## config.mk

```make
export PLATFORM = sky130hd
export DESIGN_NAME = dcm_rst_seq
export DESIGN_NICKNAME = d
export VERILOG_FILES = /design/src/rtl/dcm_rst_seq.sv
export SDC_FILE = /design/constraint.sdc
export NUM_CORES = 1
export LEC_CHECK = 0
export CAP_MARGIN = 20
export CORE_MARGIN = 2
export CORE_UTILIZATION = 57
export DETAILED_ROUTE_END_ITERATION = 8
export GPL_TIMING_DRIVEN = 0
export HOLD_SLACK_MARGIN = 0.02
export PLACE_DENSITY_LB_ADDON = 0.12
export RECOVER_POWER = 25
export REMOVE_ABC_BUFFERS = 1
export SYNTH_ARGS = -nofsm -noshare
export SYNTH_HDL_FRONTEND = slang
export SYNTH_SLANG_ARGS = --single-unit
```

## constraint.sdc

```tcl
create_clock -name CLK_IN -period 3.4 [get_ports CLK_IN]
set_input_delay 1.02 -clock CLK_IN [delete_from_list [all_inputs] [get_ports CLK_IN]]
set_output_delay 1.02 -clock CLK_IN [all_outputs]
set_load 0.02 [all_outputs]
```

## src/rtl/dcm_rst_seq.sv

```systemverilog
// rtl/dcm_rst_seq.sv - DCM_SP reset pulse, lock acquisition and system reset sequencer
//
// Purpose:
//   Pulses the DCM reset, waits for a synchronised LOCKED with timeout and bounded
//   retries, holds the system in reset until lock has been stable, and re-sequences
//   the DCM whenever lock is lost. Clocked by the free-running input clock only.
//
// Ports:
//   CLK_IN        in   free-running clock (IBUFG output)
//   RST_IN        in   synchronous active-high reset
//   LOCKED_IN     in   DCM LOCKED (asynchronous to CLK_IN, synchronised here)
//   STATUS_IN     in   DCM STATUS bus, observed only with DCM_STATUS_MON_EN
//   DCM_RST_OUT   out  reset to the DCM RST pin
//   SYS_RST_OUT   out  reset to downstream logic
//   READY_OUT     out  clocks valid, system running
//   FAIL_OUT      out  sticky lock failure, cleared only by RST_IN
//   RETRY_CNT_OUT out  retries used in the current acquisition
//
// Optional build macro:
//   DCM_STATUS_MON_EN - STATUS_IN[1] (CLKIN stopped) and STATUS_IN[2] (CLKFX stopped)
//   count as loss of lock while in STABLE and RUN.

module dcm_rst_seq #(
  parameter int RST_CYCLES    = 3,
  parameter int LOCK_TIMEOUT  = 1024,
  parameter int STABLE_CYCLES = 256,
  parameter int MAX_RETRY     = 3
) (
  input  logic       CLK_IN,
  input  logic       RST_IN,
  input  logic       LOCKED_IN,
  input  logic [7:0] STATUS_IN,
  output logic       DCM_RST_OUT,
  output logic       SYS_RST_OUT,
  output logic       READY_OUT,
  output logic       FAIL_OUT,
  output logic [3:0] RETRY_CNT_OUT
);

  typedef enum logic [2:0] {
    RESET_DCM = 3'd0,
    WAIT_LOCK = 3'd1,
    STABLE    = 3'd2,
    RUN       = 3'd3,
    FAIL      = 3'd4
  } state_t;

  localparam logic [15:0] RST_LAST     = 16'(RST_CYCLES - 1);
  localparam logic [15:0] TIMEOUT_LAST = 16'(LOCK_TIMEOUT - 1);
  localparam logic [15:0] STABLE_LAST  = 16'(STABLE_CYCLES - 1);
  localparam logic [3:0]  RETRY_MAX    = 4'(MAX_RETRY);

  state_t      state;
  state_t      state_n;
  logic [15:0] count;
  logic [15:0] count_n;
  logic [3:0]  retry;
  logic [3:0]  retry_n;
  logic        lock_m;
  logic        lock_s;
  logic        lost;

  // LOCKED_IN comes from the DCM and is asynchronous to CLK_IN.
  always_ff @(posedge CLK_IN) begin
    if (RST_IN) begin
      lock_m <= 1'b0;
      lock_s <= 1'b0;
    end else begin
      lock_m <= LOCKED_IN;
      lock_s <= lock_m;
    end
  end

`ifdef DCM_STATUS_MON_EN
  logic [1:0] stop_m;
  logic [1:0] stop_s;
  logic       status_unused;

  assign status_unused = ^{STATUS_IN[7:3], STATUS_IN[0]};

  always_ff @(posedge CLK_IN) begin
    if (RST_IN) begin
      stop_m <= 2'b00;
      stop_s <= 2'b00;
    end else begin
      stop_m <= STATUS_IN[2:1];
      stop_s <= stop_m;
    end
  end

  // A stopped input or synthesised clock is as bad as a dropped LOCKED.
  assign lost = !lock_s || (stop_s != 2'b00);
`else
  logic status_unused;

  assign status_unused = ^STATUS_IN;
  assign lost          = !lock_s;
`endif

  always_comb begin
    state_n = state;
    retry_n = retry;
    case (state)
      RESET_DCM: begin
        if (count == RST_LAST) state_n = WAIT_LOCK;
      end
      WAIT_LOCK: begin
        // Lock takes priority over a coincident timeout.
        if (lock_s) begin
          state_n = STABLE;
        end else if (count == TIMEOUT_LAST) begin
          if (retry == RETRY_MAX) begin
            state_n = FAIL;
          end else begin
            retry_n = retry + 4'd1;
            state_n = RESET_DCM;
          end
        end
      end
      STABLE: begin
        if (lost) begin
          state_n = WAIT_LOCK;
        end else if (count == STABLE_LAST) begin
          state_n = RUN;
          retry_n = 4'd0;
        end
      end
      RUN: begin
        if (lost) state_n = RESET_DCM;
      end
      FAIL: begin
        state_n = FAIL;
      end
      default: begin
        state_n = RESET_DCM;
      end
    endcase
    // One counter serves every state; any state change restarts it.
    count_n = (state_n != state) ? 16'd0 : count + 16'd1;
  end

  // Outputs are decoded from the next state so they move on the same edge as the state.
  always_ff @(posedge CLK_IN) begin
    if (RST_IN) begin
      state       <= RESET_DCM;
      count       <= 16'd0;
      retry       <= 4'd0;
      DCM_RST_OUT <= 1'b1;
      SYS_RST_OUT <= 1'b1;
      READY_OUT   <= 1'b0;
      FAIL_OUT    <= 1'b0;
    end else begin
      state       <= state_n;
      count       <= count_n;
      retry       <= retry_n;
      DCM_RST_OUT <= (state_n == RESET_DCM) || (state_n == FAIL);
      SYS_RST_OUT <= (state_n != RUN);
      READY_OUT   <= (state_n == RUN);
      FAIL_OUT    <= (state_n == FAIL);
    end
  end

  assign RETRY_CNT_OUT = retry;

endmodule

```

==> impl_metrics.py, run 1 <==
metrics = {
    "drt": {
        "finalWirelength_mm": 2.51,
        "vias": 1038,
        "wl_per_cell_um": 13.2,
        "via_per_inst": 5.46,
        "post-route-drc-count": 0,
        "firstDrtPassIters": 4,
        "ant_nets": 0,
        "dr.first_iter.drc_count": 17,
    },
    "sta": {
        "setup_viol": 0,
        "rsz0062_at_grt": "no",
        "finalSetupTns_ns": 0,
        "fin_ws_ns": 0.995,
        "report.final.slew_viol_count": 0,
        "worst_slew_pin_slew_ns": 0.637,
        "clock_skew_ns": 0.0103,
        "period_share_pct": 70.7,
        "hold_viol": 0,
        "max-slew-margin-rel_pct": 57.6,
        "fmax_ghz": 0.416,
        "period_needed_ns": 2.40,
    },
    "logic_synthesis": {
        "synth_cell_types": 38,
        "synthFlopType": "dfxtp_1",
        "ys_top_cells_by_area": "dfxtp_1 43%, nor2_1 5.3%, xor2_1 5.2%",
        "ys.warnings.count": 0,
        "synth.cell_area_sq_mm": 0.00134,
        "yosysSeqAreaShare_pct": 43.5,
        "yosys.area.top_type_share_pct": 43.5,
        "synthArstFlopShare_pct": 0,
        "synthTopCellsByCount": "29 x dfxtp_1, 19 x nor2_1, 11 x nand2_1, 11 x nor3_1, 8 x xor2_1",
        "post-synth-top-count-cell": "dfxtp_1",
        "synth_edf_count": 0,
        "synth-seq-cells": 29,
        "syn_area_per_cell_sq_um": 9.14,
        "synth_cells": 146,
        "yosys.area.top_type": "dfxtp_1",
    },
    "floorplanning": {
        "initial_core_util_pct": 60.4,
        "coreArea_sq_mm": 0.00221,
        "num_rows": 17,
        "die-width_um": 52.4,
        "io_pins": 19,
        "fp.dieArea_sq_mm": 0.00275,
        "fp.dieH_um": 52.4,
    },
    "setup_path": {
        "worstSetupPathType": "flip-flop to output pin",
        "max_stage_delay_ns": 0.63,
        "cp-end-kind": "output pin",
        "worstSetupStartpointType": "flip-flop",
        "crit_buf_inv": 1,
        "path_cells": "clkdlybuf4s50_1",
        "r2r.worst_path.cells": 7,
        "arrival_ns": 1.38,
        "critPathTopFamily": "buffers and inverters",
        "cp.required_ns": 2.38,
        "worstPathMaxFanout": 6,
        "cp.depth": 1,
        "critPathSlowestCell": "clkdlybuf4s50_1",
    },
    "finish": {
        "stdcell_count": 190,
        "drive_above_1_share_pct": 10.5,
        "antennaDiodeCount": 0,
        "syn2layout_area_growth_pct": 12.4,
        "final_nets": 175,
    },
    "power": {
        "net-switching-power_uw": 216,
        "p_int_uw": 546,
        "combPwrFrac_pct": 18.1,
        "switching_share_pct": 28.3,
        "p_leak_uw": 0.000521,
        "clkPwrFrac_pct": 31.5,
        "p_seq_share_pct": 50.4,
        "power_density_mw_per_mm2": 507,
        "vdd_drop_max_v": 0.000461,
    },
    "clock_tree": {
        "cts_tree": "done",
        "cts_setup_buffers": 0,
        "clock_path_buffers": 2,
        "clk_pin_slew_ns": 0.09,
        "post_cts_resized": 0,
        "clock-sinks": 29,
        "clock_latency_ns": 0.34,
        "htreeDepth": 2,
        "cts_buffers": 5,
        "cts_hold_buf": 0,
        "clockRootBuffer": "clkbuf_4",
    },
    "placement": {
        "place_hpwl_mm": 1.72,
        "io_buffer_count": 10,
        "dp.cells": 182,
        "place_congestion": 0.734,
        "place_ws_ns": 1.04,
    },
    "worst_hold_path": {
        "hold_class": "flip-flop to flip-flop",
        "hold_path_depth": 1,
    },
    "job": {
        "drv_cap": 0,
    },
    "global_route": {
        "grt_start_max_net_pins": 17,
        "grt_pass1_vias": 1009,
        "grt.overflow.total": 0,
        "grt_pass1_wl_mm": 4.39,
        "antenna_found_initial": 0,
        "gr-usage-all-layers_pct": 22.8,
    },
    "run_status": {
        "status": "completed",
    },
}
stage by stage:
| stage | total power (uW) | hold slack, ns | cell area, sq um | utilization (%) |
|---|---|---|---|---|
| 2_1_floorplan | 497 | 0.414 | 1320 | - |
| 4_1_cts | 777 | 0.456 | 1530 | 68.9 |
| 3_5_place_dp | 537 | 0.436 | 1460 | 65.8 |
| 3_3_place_gp | 528 | 0.418 | 1460 | 65.8 |
| 5_1_grt | 804 | 0.462 | 1500 | 67.8 |
| 6_report | 761 | 0.446 | 1500 | 67.8 |
state kept, by name (all words and copies together) (netlist names):
register	cells
SYS_RST_OUT	1
DCM_RST_OUT	1
count	16
RETRY_CNT_OUT	4
FAIL_OUT	1
state	3
READY_OUT	1
lock_m	1
lock_s	1
cell type report:
type	count	area [sq um]
Timing Repair Buffer	10	100
Multi-Input combinational cell	111	699
Sequential cell	29	581
Clock buffer	7	65.1
Inverter	4	15.0
Clock inverter	1	5.00
Fill cell	197	712
Tap cell	28	35.0
placed cells by master, fill, tap and decap left out, drive strengths merged, types with 2 or more instances in the layout:
cell type / n
dfxtp: 29
clkdlybuf4s50: 9
and3: 3
inv: 4
nand2b: 2
ha: 3
nor3b: 3
nand3b: 3
a31oi: 3
nor4: 5
o21ai: 5
nand2: 11
nand3: 3
or4: 2
nor2: 19
xnor2: 6
nor2b: 5
nor3: 13
clkbuf: 7
or2: 2
xor2: 8
nand4: 3
layer usage:
layer	vias to the layer above	global-route usage [%]	part of all wire (%)
met5	-	0	0
met4	0	12.4	2.5
met3	8	9.43	4.1
met2	13	35.2	46
met1	472	26.5	47
li1	545	-	-
logic make-up after synthesis:
| kind of cell | share of synthesized area [%] |
|---|---|
| adder cells (fa/ha/maj) | 2.81 |
| AND/OR/NAND/NOR | 33.6 |
| buffers and inverters | 2.25 |
| AO/OA/AOI/OAI | 8.72 |
| XOR/XNOR | 9.18 |
| flip-flops | 43.5 |
final timing paths:
path | from | end | slack, ns
max | RETRY_CNT_OUT[0] | RETRY_CNT_OUT[0] | 1.0
max reg2reg | count[0] | count[7] | 1.17
min reg2reg | lock_m | lock_s | 0.45
min | lock_m | lock_s | 0.45
power by group through the flow:
| stage | sequential, uW | combinational, uW | clock (uW) |
|---|---|---|---|
| after floorplan | 392 | 105 | 0 |
| final | 383 | 138 | 240 |
| after detailed placement | 392 | 145 | 0 |
| after global routing | 388 | 155 | 261 |
| after global placement | 389 | 139 | 0 |
| after CTS | 384 | 146 | 248 |
(Power assumes the default switching activity.)
==> run 2, diff against run 1 <==
- CORE_UTILIZATION: 57 -> 47
- clock period: 3.4 -> 2.2 ns (I/O delays scaled with it)
==> run 2 against run 1 <==
  * Utilization is 12 points lower
  * First-iteration DRC count is 12% lower
  * Clock skew is 0.0029 ns lower
  * Die area is 20% higher
  * Cell area is 1.8% higher
  * Clock power is 26% higher
  * Non-clock buffer count stayed put
  * Routed wire length is 1.1% lower
  * Critical endpoint is now DCM_RST_OUT
  * Sequential cell count stayed put
  * Sequential share of layout area is 0.70 points lower
  * Critical path depth is 6 higher
==> impl_metrics.py, run 2 (synthesis results as in run 1) <==
metrics = {
    "global_route": {
        "grt.overflow.total": 0,
        "grt_pass1_vias": 966,
        "grt_start_max_net_pins": 17,
        "grt_pass1_wl_mm": 4.35,
        "gr-usage-all-layers_pct": 17.9,
        "antenna_found_initial": 0,
    },
    "power": {
        "p_leak_uw": 0.000521,
        "vdd_drop_max_v": 0.000495,
        "power_density_mw_per_mm2": 736,
        "power_uw": 1120,
    },
    "setup_path": {
        "worstSetupPathType": "flip-flop to flip-flop",
        "arrival_ns": 2.31,
        "worstPathMaxFanout": 5,
        "cp-end-kind": "flip-flop",
        "worstSetupStartpointType": "flip-flop",
        "cp.required_ns": 2.44,
    },
    "sta": {
        "rsz0062_at_grt": "no",
        "holdWs_ns": 0.453,
        "report.final.slew_viol_count": 0,
        "fmax_ghz": 0.482,
        "hold_viol": 0,
        "period_share_pct": 94.3,
        "max-slew-margin-rel_pct": 66.0,
        "setup_viol": 0,
        "finalSetupTns_ns": 0,
        "worst_slew_pin_slew_ns": 0.508,
        "period_needed_ns": 2.07,
        "clock_skew_ns": 0.00744,
    },
    "clock_tree": {
        "clk_pin_slew_ns": 0.09,
        "cts_tree": "done",
        "htreeDepth": 2,
        "cts_buffers": 5,
        "clock_path_buffers": 2,
        "clock_latency_ns": 0.33,
        "clockRootBuffer": "clkbuf_4",
        "cts_hold_buf": 0,
        "clock-sinks": 29,
    },
    "floorplanning": {
        "io_pins": 19,
        "initial_core_util_pct": 48.8,
        "fp.dieArea_sq_mm": 0.00328,
        "fp.dieH_um": 57.3,
        "num_rows": 19,
        "coreArea_sq_mm": 0.00273,
        "die-width_um": 57.3,
    },
    "drt": {
        "post-route-drc-count": 0,
        "firstDrtPassIters": 4,
        "wl_per_cell_um": 12.9,
        "finalWirelength_mm": 2.49,
        "via_per_inst": 5.47,
        "dr.first_iter.drc_count": 15,
        "ant_nets": 0,
        "vias": 1056,
    },
    "finish": {
        "final_cell_mix": "29 x dfxtp_1, 19 x nor2_1, 11 x nand2_1, 11 x nor3_1, 8 x xor2_1",
        "antennaDiodeCount": 0,
        "final_common_cell": "dfxtp_1",
        "final_nets": 175,
        "fill_cells": 246,
        "syn2layout_area_growth_pct": 14.4,
        "top_register": "count",
        "drive_above_1_share_pct": 14.2,
        "largest_reg_flops": 16,
        "fin_area_sq_mm": 0.00153,
    },
    "placement": {
        "place_hpwl_mm": 1.79,
        "io_buffer_count": 10,
        "place_congestion": 0.802,
        "postPlaceCellArea_sq_mm": 0.00146,
    },
    "job": {
        "drv_cap": 0,
    },
    "worst_hold_path": {
        "hold_class": "flip-flop to flip-flop",
    },
    "run_status": {
        "status": "completed",
    },
}
run 2: through the flow:
step / std cells / setup WS (ns) / util [%]
final: 193 / 0.126 / 55.9
after global placement: 185 / -0.0353 / 53.4
after global routing: 193 / 0.0124 / 55.9
after floorplan: 144 / 0.251 / -
after detailed placement: 185 / -0.103 / 53.4
after CTS: 193 / 0.0437 / 55.4
run 2: per-layer routing:
layer  vias up  track usage [%]  wire [um]
li1        543                -          -
met1       497             21.5       1200
met2        11             27.1       1130
met3         5             7.94        103
met4         0             8.97         54
met5         -                0          0
run 2: final timing paths:
path,cells past startpoint,slack (ns),endpoint,start
hold / removal,1,0.45,lock_s,lock_m
hold reg to reg,1,0.45,lock_s,lock_m
setup reg to reg,7,0.13,DCM_RST_OUT,count[0]
setup / recovery,7,0.13,DCM_RST_OUT,count[0]
run 2: power breakdown:
part	internal, uW	switching, uW	leakage (uW)
clock network	121	181	0.0000320
logic	111	117	0.000254
registers	561	33.1	0.000235
run 2: layout make-up:
| type | instances | area (sq um) | area share (%) |
|---|---|---|---|
| clock buffers | 6 | 41.3 | 2.70 |
| clock inverters | 2 | 10.0 | 0.655 |
| inverters | 4 | 15.0 | 0.983 |
| multi-input cells | 111 | 742 | 48.6 |
| flip-flops and latches | 29 | 581 | 38.0 |
| well taps | 31 | 38.8 | 2.54 |
| repair buffers | 10 | 100 | 6.55 |
run 2: repair_timing:
| item | CTS | global route |
|---|---|---|
| gates resized for setup | 1 | 2 |
| pin swaps | 0 | 0 |
| setup buffers | 0 | 0 |
| setup endpoints to repair | 7 | 10 |
| endpoints found under the hold margin | 0 | 0 |
| cloned | 0 | 0 |
run 2: worst max-delay path: stages (launching register included):
cell and delay, ns:
dfxtp_1 0.35, inv_1 0.07, ha_1 0.13, or4b_2 0.58, nor4_1 0.21, a31oi_1 0.19
and3_2 0.28, a21o_1 0.18
